--- src/rtl/cpich_tx_gen.sv ---
// CPICH transmit chip generator: Gold-code scrambled, SF256 all-ones pilot, frame-aligned I/Q chip stream.
// Optional antenna-2 STTD pilot pattern is enabled by defining CPICH_TX_DIV_EN.
module cpich_tx_gen #(
    parameter int AW     = 18,
    parameter int CODE_W = 13
) (
    input  logic              clk,
    input  logic              rst,
    input  logic              start,
    input  logic              stop,
    input  logic [CODE_W-1:0] code_n,
    input  logic [AW-2:0]     gain,
`ifdef CPICH_TX_DIV_EN
    input  logic              ant2_sel,
`endif
    output logic              chip_valid,
    input  logic              chip_ready,
    output logic [AW-1:0]     chip_i,
    output logic [AW-1:0]     chip_q,
    output logic              frame_start,
    output logic              slot_start,
    output logic [7:0]        chip_cnt,
    output logic [3:0]        sym_cnt,
    output logic [3:0]        slot_cnt,
    output logic              busy
);

    typedef enum logic [1:0] {IDLE, ADVANCE, LOAD, RUN} state_t;

    state_t            state;
    logic [17:0]       x, y, x_seed;
    logic [CODE_W-1:0] n_q, adv_cnt;
    logic [AW-2:0]     a_q;
    logic              stop_pend;
    logic [7:0]        chip_idx;
    logic [3:0]        sym_idx, slot_idx;

    logic              s_i, s_q, flip, idx_last, out_last;
    logic [AW-1:0]     amp_pos, amp_neg;

    function automatic logic [17:0] x_step(input logic [17:0] v);
        return {v[7] ^ v[0], v[17:1]};
    endfunction

    function automatic logic [17:0] y_step(input logic [17:0] v);
        return {v[10] ^ v[7] ^ v[5] ^ v[0], v[17:1]};
    endfunction

`ifdef CPICH_TX_DIV_EN
    logic       ant2_q;
    logic [7:0] sym_in_frame;
    assign sym_in_frame = 8'(slot_idx) * 8'd10 + 8'(sym_idx);
    assign flip = ant2_q & (sym_in_frame[1] ^ sym_in_frame[0]);
`else
    assign flip = 1'b0;
`endif

    // x/y/idx always describe the next chip to be placed in the output register.
    always_comb begin
        s_i = x[0] ^ y[0];
        s_q = x[15] ^ x[6] ^ x[4] ^ y[5] ^ y[6] ^ y[8] ^ y[9] ^ y[10]
            ^ y[11] ^ y[12] ^ y[13] ^ y[14] ^ y[15];
        amp_pos  = {1'b0, a_q};
        amp_neg  = -amp_pos;
        idx_last = (chip_idx == 8'd255) && (sym_idx == 4'd9) && (slot_idx == 4'd14);
        out_last = (chip_cnt == 8'd255) && (sym_cnt == 4'd9) && (slot_cnt == 4'd14);
    end

    always_ff @(posedge clk or posedge rst) begin
        if (rst) begin
            state       <= IDLE;
            x           <= 18'h00001;
            y           <= 18'h3FFFF;
            x_seed      <= 18'h00001;
            n_q         <= '0;
            adv_cnt     <= '0;
            a_q         <= '0;
            stop_pend   <= 1'b0;
            chip_idx    <= '0;
            sym_idx     <= '0;
            slot_idx    <= '0;
            chip_valid  <= 1'b0;
            chip_i      <= '0;
            chip_q      <= '0;
            frame_start <= 1'b0;
            slot_start  <= 1'b0;
            chip_cnt    <= '0;
            sym_cnt     <= '0;
            slot_cnt    <= '0;
            busy        <= 1'b0;
`ifdef CPICH_TX_DIV_EN
            ant2_q      <= 1'b0;
`endif
        end else begin
            if (state != IDLE && stop) stop_pend <= 1'b1;
            case (state)
                IDLE: begin
                    if (start) begin
                        n_q       <= code_n;
                        a_q       <= gain;
                        x         <= 18'h00001;
                        adv_cnt   <= '0;
                        stop_pend <= 1'b0;
                        busy      <= 1'b1;
`ifdef CPICH_TX_DIV_EN
                        ant2_q    <= ant2_sel;
`endif
                        state     <= (code_n == '0) ? LOAD : ADVANCE;
                    end
                end
                ADVANCE: begin
                    x       <= x_step(x);
                    adv_cnt <= adv_cnt + CODE_W'(1);
                    if (adv_cnt == n_q - CODE_W'(1)) state <= LOAD;
                end
                LOAD: begin
                    x_seed   <= x;
                    y        <= 18'h3FFFF;
                    chip_idx <= '0;
                    sym_idx  <= '0;
                    slot_idx <= '0;
                    state    <= RUN;
                end
                RUN: begin
                    if (chip_valid && chip_ready && out_last && (stop_pend || stop)) begin
                        state       <= IDLE;
                        busy        <= 1'b0;
                        stop_pend   <= 1'b0;
                        chip_valid  <= 1'b0;
                        chip_i      <= '0;
                        chip_q      <= '0;
                        frame_start <= 1'b0;
                        slot_start  <= 1'b0;
                        chip_cnt    <= '0;
                        sym_cnt     <= '0;
                        slot_cnt    <= '0;
                    end else if (!chip_valid || chip_ready) begin
                        chip_valid  <= 1'b1;
                        chip_i      <= (s_i ^ flip) ? amp_neg : amp_pos;
                        chip_q      <= (s_q ^ flip) ? amp_neg : amp_pos;
                        chip_cnt    <= chip_idx;
                        sym_cnt     <= sym_idx;
                        slot_cnt    <= slot_idx;
                        slot_start  <= (chip_idx == 8'd0) && (sym_idx == 4'd0);
                        frame_start <= (chip_idx == 8'd0) && (sym_idx == 4'd0) && (slot_idx == 4'd0);
                        // The code is truncated per frame: the chip after 38399 restarts from the seed.
                        if (idx_last) begin
                            x        <= x_seed;
                            y        <= 18'h3FFFF;
                            chip_idx <= '0;
                            sym_idx  <= '0;
                            slot_idx <= '0;
                        end else begin
                            x        <= x_step(x);
                            y        <= y_step(y);
                            chip_idx <= chip_idx + 8'd1;
                            if (chip_idx == 8'd255) begin
                                if (sym_idx == 4'd9) begin
                                    sym_idx  <= '0;
                                    slot_idx <= slot_idx + 4'd1;
                                end else begin
                                    sym_idx <= sym_idx + 4'd1;
                                end
                            end
                        end
                    end
                end
                default: state <= IDLE;
            endcase
        end
    end

endmodule
--- config.mk ---
export PLATFORM = sky130hd
export DESIGN_NAME = cpich_tx_gen
export DESIGN_NICKNAME = d
export VERILOG_FILES = /design/src/rtl/cpich_tx_gen.sv
export SDC_FILE = /design/constraint.sdc
export NUM_CORES = 1
export LEC_CHECK = 0
export ABC_AREA = 1
export ABC_CLOCK_PERIOD_IN_PS = 5700
export CAP_MARGIN = 20
export CORE_MARGIN = 8
export CORE_UTILIZATION = 40
export CTS_CLUSTER_DIAMETER = 30
export CTS_CLUSTER_SIZE = 8
export DETAILED_ROUTE_END_ITERATION = 16
export PLACE_DENSITY_LB_ADDON = 0.2
export SLEW_MARGIN = 15
export SYNTH_ARGS = -nofsm -noshare
export SYNTH_HDL_FRONTEND = slang
export SYNTH_SLANG_ARGS = --single-unit
export TNS_END_PERCENT = 5
--- constraint.sdc ---
create_clock -name clk -period 5.7 [get_ports clk]
set_clock_uncertainty 0.15 [all_clocks]
set_input_delay 1.14 -clock clk [delete_from_list [all_inputs] [get_ports clk]]
set_output_delay 1.14 -clock clk [all_outputs]
set_load 0.03 [all_outputs]
==> results.toml, run 1 <==
[run_status]
outcome = "complete, no violations"

[grt]
grt_pass1_vias = 7394
gr-total-overflow = 0
grt_usage_pct = 16.35
grt_antenna_before_repair = 1
grt_pass1_wl_um = 37700
grt_start_max_net_pins = 172

[worst_setup_path]
r2r_slack_ns = 2.29
cp_max_fo = 46
worstReg2RegEnd = "chip_cnt[6]"
rr_worst_depth = 6
rr_startpoint = "state[1]"
start_kind = "register"
required_ns = 5.84
endpoint_kind = "register"
cp.arrival_ns = 3.55
crit_type = "register to register"

[sta]
worst_pin_slew_ns = 0.9826
fin_crit_ns = 3.405
max_freq_ghz = 0.2937
fin_ws_ns = 2.295
fin_crit_sh_pct = 59.74
rsz0062_at_grt = "false"
setup_tns_ns = 0
setup_violations = 0
hold_violations = 0
slew_headroom_pct = 34.50
drv_slew = 0

[clock_tree]
clock_sink_count = 171
cts-resized-gates = 0
htree_levels = 4
hold_buffers = 0
clk_pin_slew_worst_paths_ns = 0.07
cts_tree = "done"
clk_latency_ns = 0.43
cts_buffers = 17
post_cts_buffers = 0
cts_buffer_depth = 2
cts_root_buf = "clkbuf_16"

[synth]
synth_seq_area_share_pct = 48.08
synth-edff-count = 0
synth_top_area_share_pct = 42.21
yosysTopAreaCell = "dfrtp_1"
synth-seq-cells = 171
syn_inst = 1153
ys.flop_type = "dfrtp_1"
synth.area.top_cells = "dfrtp_1, nand2_1, nor2_1, o21ai_0, dfstp_2"
yosysWarnings = 0
ys_types = 43
syn-num-nets = 1204
syn_area_per_cell_um2 = 7.764
netlist_area_um2 = 8952
synthArstFlopShare_pct = 100.0

[routing]
vias_per_cell = 4.950
firstDrtPassIters = 5
dr.first_iter.drc_count = 617
vias = 7529
final_antenna_net_count = 0
drt_wl_total_um = 22320
drc = 0
wl_per_cell_um = 14.68

[worst_hold_path]
holdPathEnd = "x_seed[5]"
min_from = "x_seed[5]"
min_path_cells = 2
worst_hold_path_type = "register to register"

[power]
cellLeakagePower_nw = 4.896
ir_worst_vdd_uv = 209.1
powerDensity_nw_per_um2 = 530.4

[final_layout]
nNetsFinal = 1278
fill_cells = 2127
area_delta_synth_final_pct = 19.11
layout_commonest_cell = "nand2_1"
fin_area_um2 = 10660
final_cell_mix = "nand2_1, nor2_1, dfrtp_1"
stdcell_count = 1521
drive_gt1_share_pct = 6.613

[floorplan]
dieArea_um2 = 27420
coreArea_um2 = 21890
row_count = 54
io_pins = 91
die_x_um = 165.6
dieHeight_um = 165.6
start_util_pct = 40.90

[placement]
place_area_um2 = 10060
dp_slack_ns = 1.865
dp_hpwl_um = 15380
place_congestion = 0.8018
port_buffers = 90
dp.cells = 1488

[flow_run]
drv_cap = 0
kinds of logic after synthesis:
kind of cell / synth area share (%)
AOI/OAI and AO/OA: 8.889
and+or+nand+nor: 30.15
DFF: 48.08
xor gates and xnor gates: 3.899
buffers and inverters: 6.750
adders and majority gates: 2.236
through the flow:
step | util (%) | power, mW | hold WS [ns]
after detailed placement | 45.94 | 4.505 | 0.3135
after global placement | 45.94 | 4.473 | 0.3039
after CTS | 48.70 | 5.723 | 0.3311
after floorplan | - | 3.724 | 0.2922
after global routing | 48.71 | 6.116 | 0.3439
final | 48.71 | 5.655 | 0.3263
worst max-delay path by stage:
| stage | slack (ns) | start | endpoint | cells after the start |
|---|---|---|---|---|
| detailed placement | 1.86 | stop | chip_idx[6] | 10 |
| global placement | 1.92 | stop | chip_idx[6] | 9 |
| global route | 1.89 | state[1] | chip_i[6] | 6 |
| floorplan | 2.24 | rst | a_q[0] | 1 |
| CTS | 2.24 | state[1] | chip_cnt[6] | 6 |
| finish | 2.29 | state[1] | chip_cnt[6] | 6 |
cell usage after synthesis (12+ instances only):
cell type,count
dfstp_2,20
a21oi_1,12
ha_1,16
o21ai_0,115
nand3_1,66
xor2_1,25
xnor2_1,13
dfrtp_1,151
nand2_1,336
nor2_1,160
inv_1,103
clkbuf_1,21
nor3_1,15
nand4_1,16
layout make-up:
class                   instances  area, um2  area share [%]
repair buffers                 94      943.4           8.848
inverters                     108      409.1           3.837
diodes                          1      2.502         0.02347
multi-input cells             835       4050           37.98
clock buffers                  22      506.7           4.752
clock inverters                10      96.34          0.9035
well taps                     280      350.3           3.286
flip-flops and latches        171       4304           40.37
worst max-delay path, stage by stage (launching register included):
cell and delay (ns):
dfrtp_1 0.41, ha_1 0.71, inv_1 0.49, nor2_1 0.69
inv_2 0.53, nand2_1 0.18, o21ai_0 0.09
state kept, by name, summed over array words and instances, names as in the netlist:
register and flops:
chip_i 18, x 18, x_seed 18, y 18
a_q 17, chip_q 17, adv_cnt 13, n_q 13
chip_cnt 8, chip_idx 8, slot_cnt 4, slot_idx 4
sym_cnt 4, sym_idx 4, state 2, busy 1
chip_valid 1, frame_start 1, slot_start 1, stop_pend 1
power by group:
| part | switching, mW | leakage [nW] | internal [mW] | total, mW |
|---|---|---|---|---|
| Sequential | 0.313 | 2.17 | 1.62 | 1.93 |
| Combinational | 1.68 | 2.42 | 0.854 | 2.54 |
| Clock | 0.505 | 0.304 | 0.685 | 1.19 |
| Total | 2.50 | 4.90 | 3.16 | 5.66 |
metal layers:
metal | up-vias | routed length, um | track usage (%) | part of all wire, %
met3 | 20 | 900 | 2.911 | 4.0
li1 | 3844 | - | - | -
met1 | 3512 | 10390 | 21.24 | 47
met2 | 153 | 10760 | 27.39 | 48
met5 | - | 0 | 0 | 0
met4 | 0 | 271 | 4.663 | 1.2
Note: power is estimated with default switching activity, not from simulation.
==> run 2, diff against run 1 <==
--- a/config.mk
+++ b/config.mk
@@ -6,7 +6,7 @@
 export NUM_CORES = 1
 export LEC_CHECK = 0
 export ABC_AREA = 1
-export ABC_CLOCK_PERIOD_IN_PS = 5700
+export ABC_CLOCK_PERIOD_IN_PS = 3300
 export CAP_MARGIN = 20
 export CORE_MARGIN = 8
 export CORE_UTILIZATION = 40
==> constraint.sdc (replaced) <==
create_clock -name clk -period 3.3 [get_ports clk]
set_clock_uncertainty 0.15 [all_clocks]
set_input_delay 0.66 -clock clk [delete_from_list [all_inputs] [get_ports clk]]
set_output_delay 0.66 -clock clk [all_outputs]
set_load 0.03 [all_outputs]
==> run 2 against run 1 <==
Critical path depth shrank 2. Clock power grew 71%. Sequential power up 73%. Count of clock-buffer cells in the layout fell by 4. Core utilization grew 0.52 points. Routed wire length increased by 0.18%. Cell count grew 0.66%. Global-route usage grew 0.088 points. Non-clock buffer count rose by 11. Combinational power grew 78%. Total power up 75%. Worst setup slack lost 1.7 ns.
==> results.toml, run 2 (synthesis results as in run 1) <==
[final_layout]
layout_commonest_cell = "nand2_1"
drive_gt1_share_pct = 7.514
area_delta_synth_final_pct = 20.38
multi_input_area_um2 = 4050
final_util_pct = 49.23
stdcell_count = 1531
final_cell_mix = "nand2_1, nor2_1, dfrtp_1"
fill_cells = 2162
final-seq-area_um2 = 4304
nNetsFinal = 1289
antenna_cells = 0

[floorplan]
coreArea_um2 = 21890
die_x_um = 165.6
start_util_pct = 40.90
io_pins = 91
dieHeight_um = 165.6
row_count = 54
dieArea_um2 = 27420

[worst_setup_path]
required_ns = 3.45
r2r_slack_ns = 0.57
cp_cell_sequence = "xnor2_1 > clkinv_1 > o21ai_0 > o21ai_0"
crit_path_frequent_cell = "o21ai_0"
crit_slowest_cell = "clkinv_1"
worstReg2RegEnd = "chip_i[2]"
rr_startpoint = "x[0]"
rr_worst_depth = 4
start_kind = "register"
endpoint_kind = "register"
cp.arrival_ns = 2.87
crit_type = "register to register"
cp_max_fo = 27
cpPeakStageDelay_ns = 0.84

[flow_run]
drv_cap = 0

[clock_tree]
cts_root_buf = "clkbuf_16"
hold_buffers = 0
cts_buffers = 17
htree_levels = 4
post_cts_buffers = 0
clk_latency_ns = 0.43
clock_sink_count = 171
clk_pin_slew_worst_paths_ns = 0.07
cts-resized-gates = 0
cts_tree = "done"
cts_buffer_depth = 2

[placement]
dp.cells = 1499
port_buffers = 90
place_congestion = 0.8028
dp_hpwl_um = 15750

[routing]
firstDrtPassIters = 5
drc = 0
wl_per_cell_um = 14.61
final_antenna_net_count = 0
drt_wl_total_um = 22370
dr.first_iter.drc_count = 516
vias = 7576
vias_per_cell = 4.948

[power]
pwr-share-clk_pct = 20.6
powerDensity_nw_per_um2 = 916.1
ir_worst_vdd_uv = 395.9
cellLeakagePower_nw = 4.945
p_comb_share_pct = 45.7
p_sw_mw = 4.382
p_int_mw = 5.491
swShare_pct = 44.38
pwr-share-seq_pct = 33.8

[sta]
drv_slew = 0
hold_violations = 0
setup_violations = 0
slew_headroom_pct = 49.55
fin_crit_sh_pct = 82.61
rsz0062_at_grt = "false"
fin_crit_ns = 2.726
worst_pin_slew_ns = 0.7513
setup_tns_ns = 0
max_freq_ghz = 0.3668

[grt]
grt_pass1_wl_um = 37720
grt_antenna_before_repair = 0
grt_start_max_net_pins = 105
grt_pass1_vias = 7353
grt_usage_pct = 16.44
gr-total-overflow = 0

[worst_hold_path]
worst_hold_path_type = "register to register"
holdPathEnd = "x_seed[16]"
min_path_cells = 2
min_from = "x_seed[16]"

[run_status]
outcome = "complete, no violations"
## run 2: changes by cell type in the layout (fill, tap and decap cells not counted), moves of 2 or more
cell / before / now
inv_4: 5 / 0
clkinvlp_4: 1 / 4
clkinv_4: 1 / 3
clkbuf_16: 19 / 17
buf_12: 1 / 4
buf_4: 3 / 11
## run 2: metal layers
layer  GRT usage, %  wire length (um)  up-vias
met5              0                 0        -
met4          3.997               207        0
met2          26.11             10440      140
met3          3.171               899       17
li1               -                 -     3855
met1          22.64             10820     3564
## run 2: power by group through the flow
stage	clock network [mW]	registers (mW)	logic (mW)
2_1_floorplan	0	3.73	2.70
3_3_place_gp	0	3.36	4.47
3_5_place_dp	0	3.35	4.53
4_1_cts	2.07	3.33	4.56
5_1_grt	2.17	3.43	5.08
6_report	2.03	3.33	4.51
## run 2: stage by stage
stage          instance area, um2  hold slack (ns)  setup WS [ns]  total power [mW]
3_3_place_gp                10180           0.3049         0.5271             7.828
4_1_cts                     10780           0.3270         0.6032             9.961
2_1_floorplan                8956           0.2922         0.3236             6.433
5_1_grt                     10780           0.3472         0.4150             10.68
3_5_place_dp                10180           0.3093         0.4800             7.887
6_report                    10780           0.3220         0.5738             9.873
## run 2: cell type report
class / instances / share of cell area (%)
tap: 280 / 3.251
timing repair buffer: 105 / 9.869
clock inverter: 14 / 1.486
sequential: 171 / 39.94
multi-input combinational: 835 / 37.58
clock buffer: 18 / 4.075
inverter: 108 / 3.797
## run 2: critical path: cells and delay by family (launching register included)
| family | cells | cell delay [ns] |
|---|---|---|
| xor gates and xnor gates | 1 | 0.62 |
| AOI/OAI and AO/OA | 2 | 0.60 |
| DFF | 1 | 0.39 |
| buffers and inverters | 1 | 0.84 |
## run 2: worst max path at each step
| stage | startpoint | to | slack, ns |
|---|---|---|---|
| 2_1_floorplan | rst | a_q[0] | 0.32 |
| 3_3_place_gp | chip_ready | x[9] | 0.53 |
| 3_5_place_dp | chip_ready | x[9] | 0.48 |
| 4_1_cts | x[0] | chip_i[3] | 0.60 |
| 5_1_grt | x[0] | chip_i[3] | 0.41 |
| 6_report | x[0] | chip_i[2] | 0.57 |
==> run 3, diff against run 2 <==
--- a/config.mk
+++ b/config.mk
@@ -6,7 +6,7 @@
 export NUM_CORES = 1
 export LEC_CHECK = 0
 export ABC_AREA = 1
-export ABC_CLOCK_PERIOD_IN_PS = 3300
+export ABC_CLOCK_PERIOD_IN_PS = 2800
 export CAP_MARGIN = 20
 export CORE_MARGIN = 8
 export CORE_UTILIZATION = 40
==> constraint.sdc (replaced) <==
create_clock -name clk -period 2.8 [get_ports clk]
set_clock_uncertainty 0.15 [all_clocks]
set_input_delay 0.56 -clock clk [delete_from_list [all_inputs] [get_ports clk]]
set_output_delay 0.56 -clock clk [all_outputs]
set_load 0.03 [all_outputs]
==> run 3 against run 2 <==
Register-to-register slack lost 0.17 ns. First-iteration DRC count up 17%. Flip-flop and latch count unchanged. Non-clock buffer count up 10. Core utilization increased by 0.59 points. Die area unchanged. Critical path depth grew 1. Cell area up 1.2%. Via count grew 0.25%. Critical path type unchanged. Critical endpoint is now chip_i[10].
==> results.toml, run 3 (synthesis results as in run 1) <==
[final_layout]
multi_input_area_um2 = 4050
drive_gt1_share_pct = 7.930
final-seq-area_um2 = 4304
final_cell_mix = "nand2_1, nor2_1, dfrtp_1"
layout_commonest_cell = "nand2_1"
antenna_cells = 0
fill_cells = 2124
nNetsFinal = 1299
area_delta_synth_final_pct = 21.82

[worst_setup_path]
worst-path-buf-inv = 2
crit_family = "buffers and inverters"
r2r_slack_ns = 0.41
rr_worst_depth = 5
crit_path_frequent_cell = "o21ai_0"
worstReg2RegEnd = "chip_i[10]"
crit_type = "register to register"
cpPeakStageDelay_ns = 0.66
crit_slowest_cell = "xnor2_1"
start_kind = "register"
cp_max_fo = 19
rr_startpoint = "x[0]"
endpoint_kind = "register"
cp.arrival_ns = 2.54
cp_cell_sequence = "xnor2_1 > clkinv_1 > buf_4 > o21ai_0 > o21ai_0"
required_ns = 2.95

[clock_tree]
clk_latency_ns = 0.43
htree_levels = 4
cts-resized-gates = 0
clk_pin_slew_worst_paths_ns = 0.06
cts_buffer_depth = 2
cts_root_buf = "clkbuf_16"
hold_buffers = 0
clock_sink_count = 171
post_cts_buffers = 0
cts_tree = "done"
cts_buffers = 17

[floorplan]
coreArea_um2 = 21890
die_x_um = 165.6
row_count = 54
start_util_pct = 40.90
io_pins = 91
dieHeight_um = 165.6
dieArea_um2 = 27420

[power]
finalPower_mw = 11.75
ir_worst_vdd_uv = 433.4
cellLeakagePower_nw = 5.012
powerDensity_nw_per_um2 = 1077

[sta]
fin_ws_ns = 0.4084
slew_headroom_pct = 46.13
hold_violations = 0
rsz0062_at_grt = "false"
fin_crit_sh_pct = 85.41
fin_crit_ns = 2.392
setup_violations = 0
drv_slew = 0
max_freq_ghz = 0.4181
worst_pin_slew_ns = 0.8023

[placement]
port_buffers = 90
place_congestion = 0.8493
dp_hpwl_um = 16150
dp_slack_ns = 0.1602

[grt]
grt_antenna_before_repair = 0
grt_usage_pct = 16.83
grt_start_max_net_pins = 58
grt_pass1_wl_um = 38280
gr-total-overflow = 0
grt_pass1_vias = 7437

[routing]
vias_per_cell = 4.929
vias = 7595
wl_per_cell_um = 14.72
final_antenna_net_count = 0
firstDrtPassIters = 6
dr.first_iter.drc_count = 602
drc = 0
drt_wl_total_um = 22680

[worst_hold_path]
holdPathEnd = "x_seed[1]"
worst_hold_path_type = "register to register"
min_from = "x_seed[1]"
min_path_cells = 2

[flow_run]
drv_cap = 0

[run_status]
outcome = "complete, no violations"
run 3: how the worst max path moves through the flow:
| stage | start | endpoint | slack [ns] | cells past startpoint |
|---|---|---|---|---|
| 2_1_floorplan | rst | a_q[0] | -0.08 | 1 |
| 3_3_place_gp | stop | x[17] | 0.20 | 9 |
| 3_5_place_dp | stop | x[4] | 0.16 | 9 |
| 4_1_cts | state[0] | x[13] | 0.41 | 8 |
| 5_1_grt | state[0] | x[13] | 0.17 | 8 |
| 6_report | x[0] | chip_i[10] | 0.41 | 5 |
run 3: layout make-up:
class                      count  area share [%]
sequential                   171           39.47
multi-input combinational    835           37.14
timing repair buffer         115           10.78
clock buffer                  25           4.956
inverter                     108           3.752
tap                          280           3.212
clock inverter                 7          0.6884
run 3: stage by stage:
stage | hold slack, ns | util, % | instances | instance area [um2] | setup TNS (ns)
6_report | 0.3213 | 49.82 | 1541 | 10910 | 0
5_1_grt | 0.3530 | 49.82 | 1541 | 10910 | 0
4_1_cts | 0.3251 | 49.82 | 1541 | 10910 | 0
3_5_place_dp | 0.3095 | 47.01 | 1509 | 10290 | 0
3_3_place_gp | 0.3034 | 47.01 | 1509 | 10290 | 0
2_1_floorplan | 0.2922 | - | 1153 | 8956 | -11.53
run 3: power by group:
part	internal [mW]	switching, mW
Sequential	3.29	0.626
Clock	1.44	0.998
Combinational	1.86	3.52
run 3: metal layers:
layer / global-route usage, % / vias to the layer above / routed length [um]
li1: - / 3869 / -
met1: 22.95 / 3554 / 11040
met2: 26.63 / 152 / 10460
met3: 3.478 / 20 / 883
met4: 4.545 / 0 / 293
met5: 0 / - / 0
run 3: worst min-delay path: cells and delay by family, from the launching register on:
| kind | cells | cell delay [ns] |
|---|---|---|
| DFF | 1 | 0.34 |
| and+or+nand+nor | 2 | 0.10 |
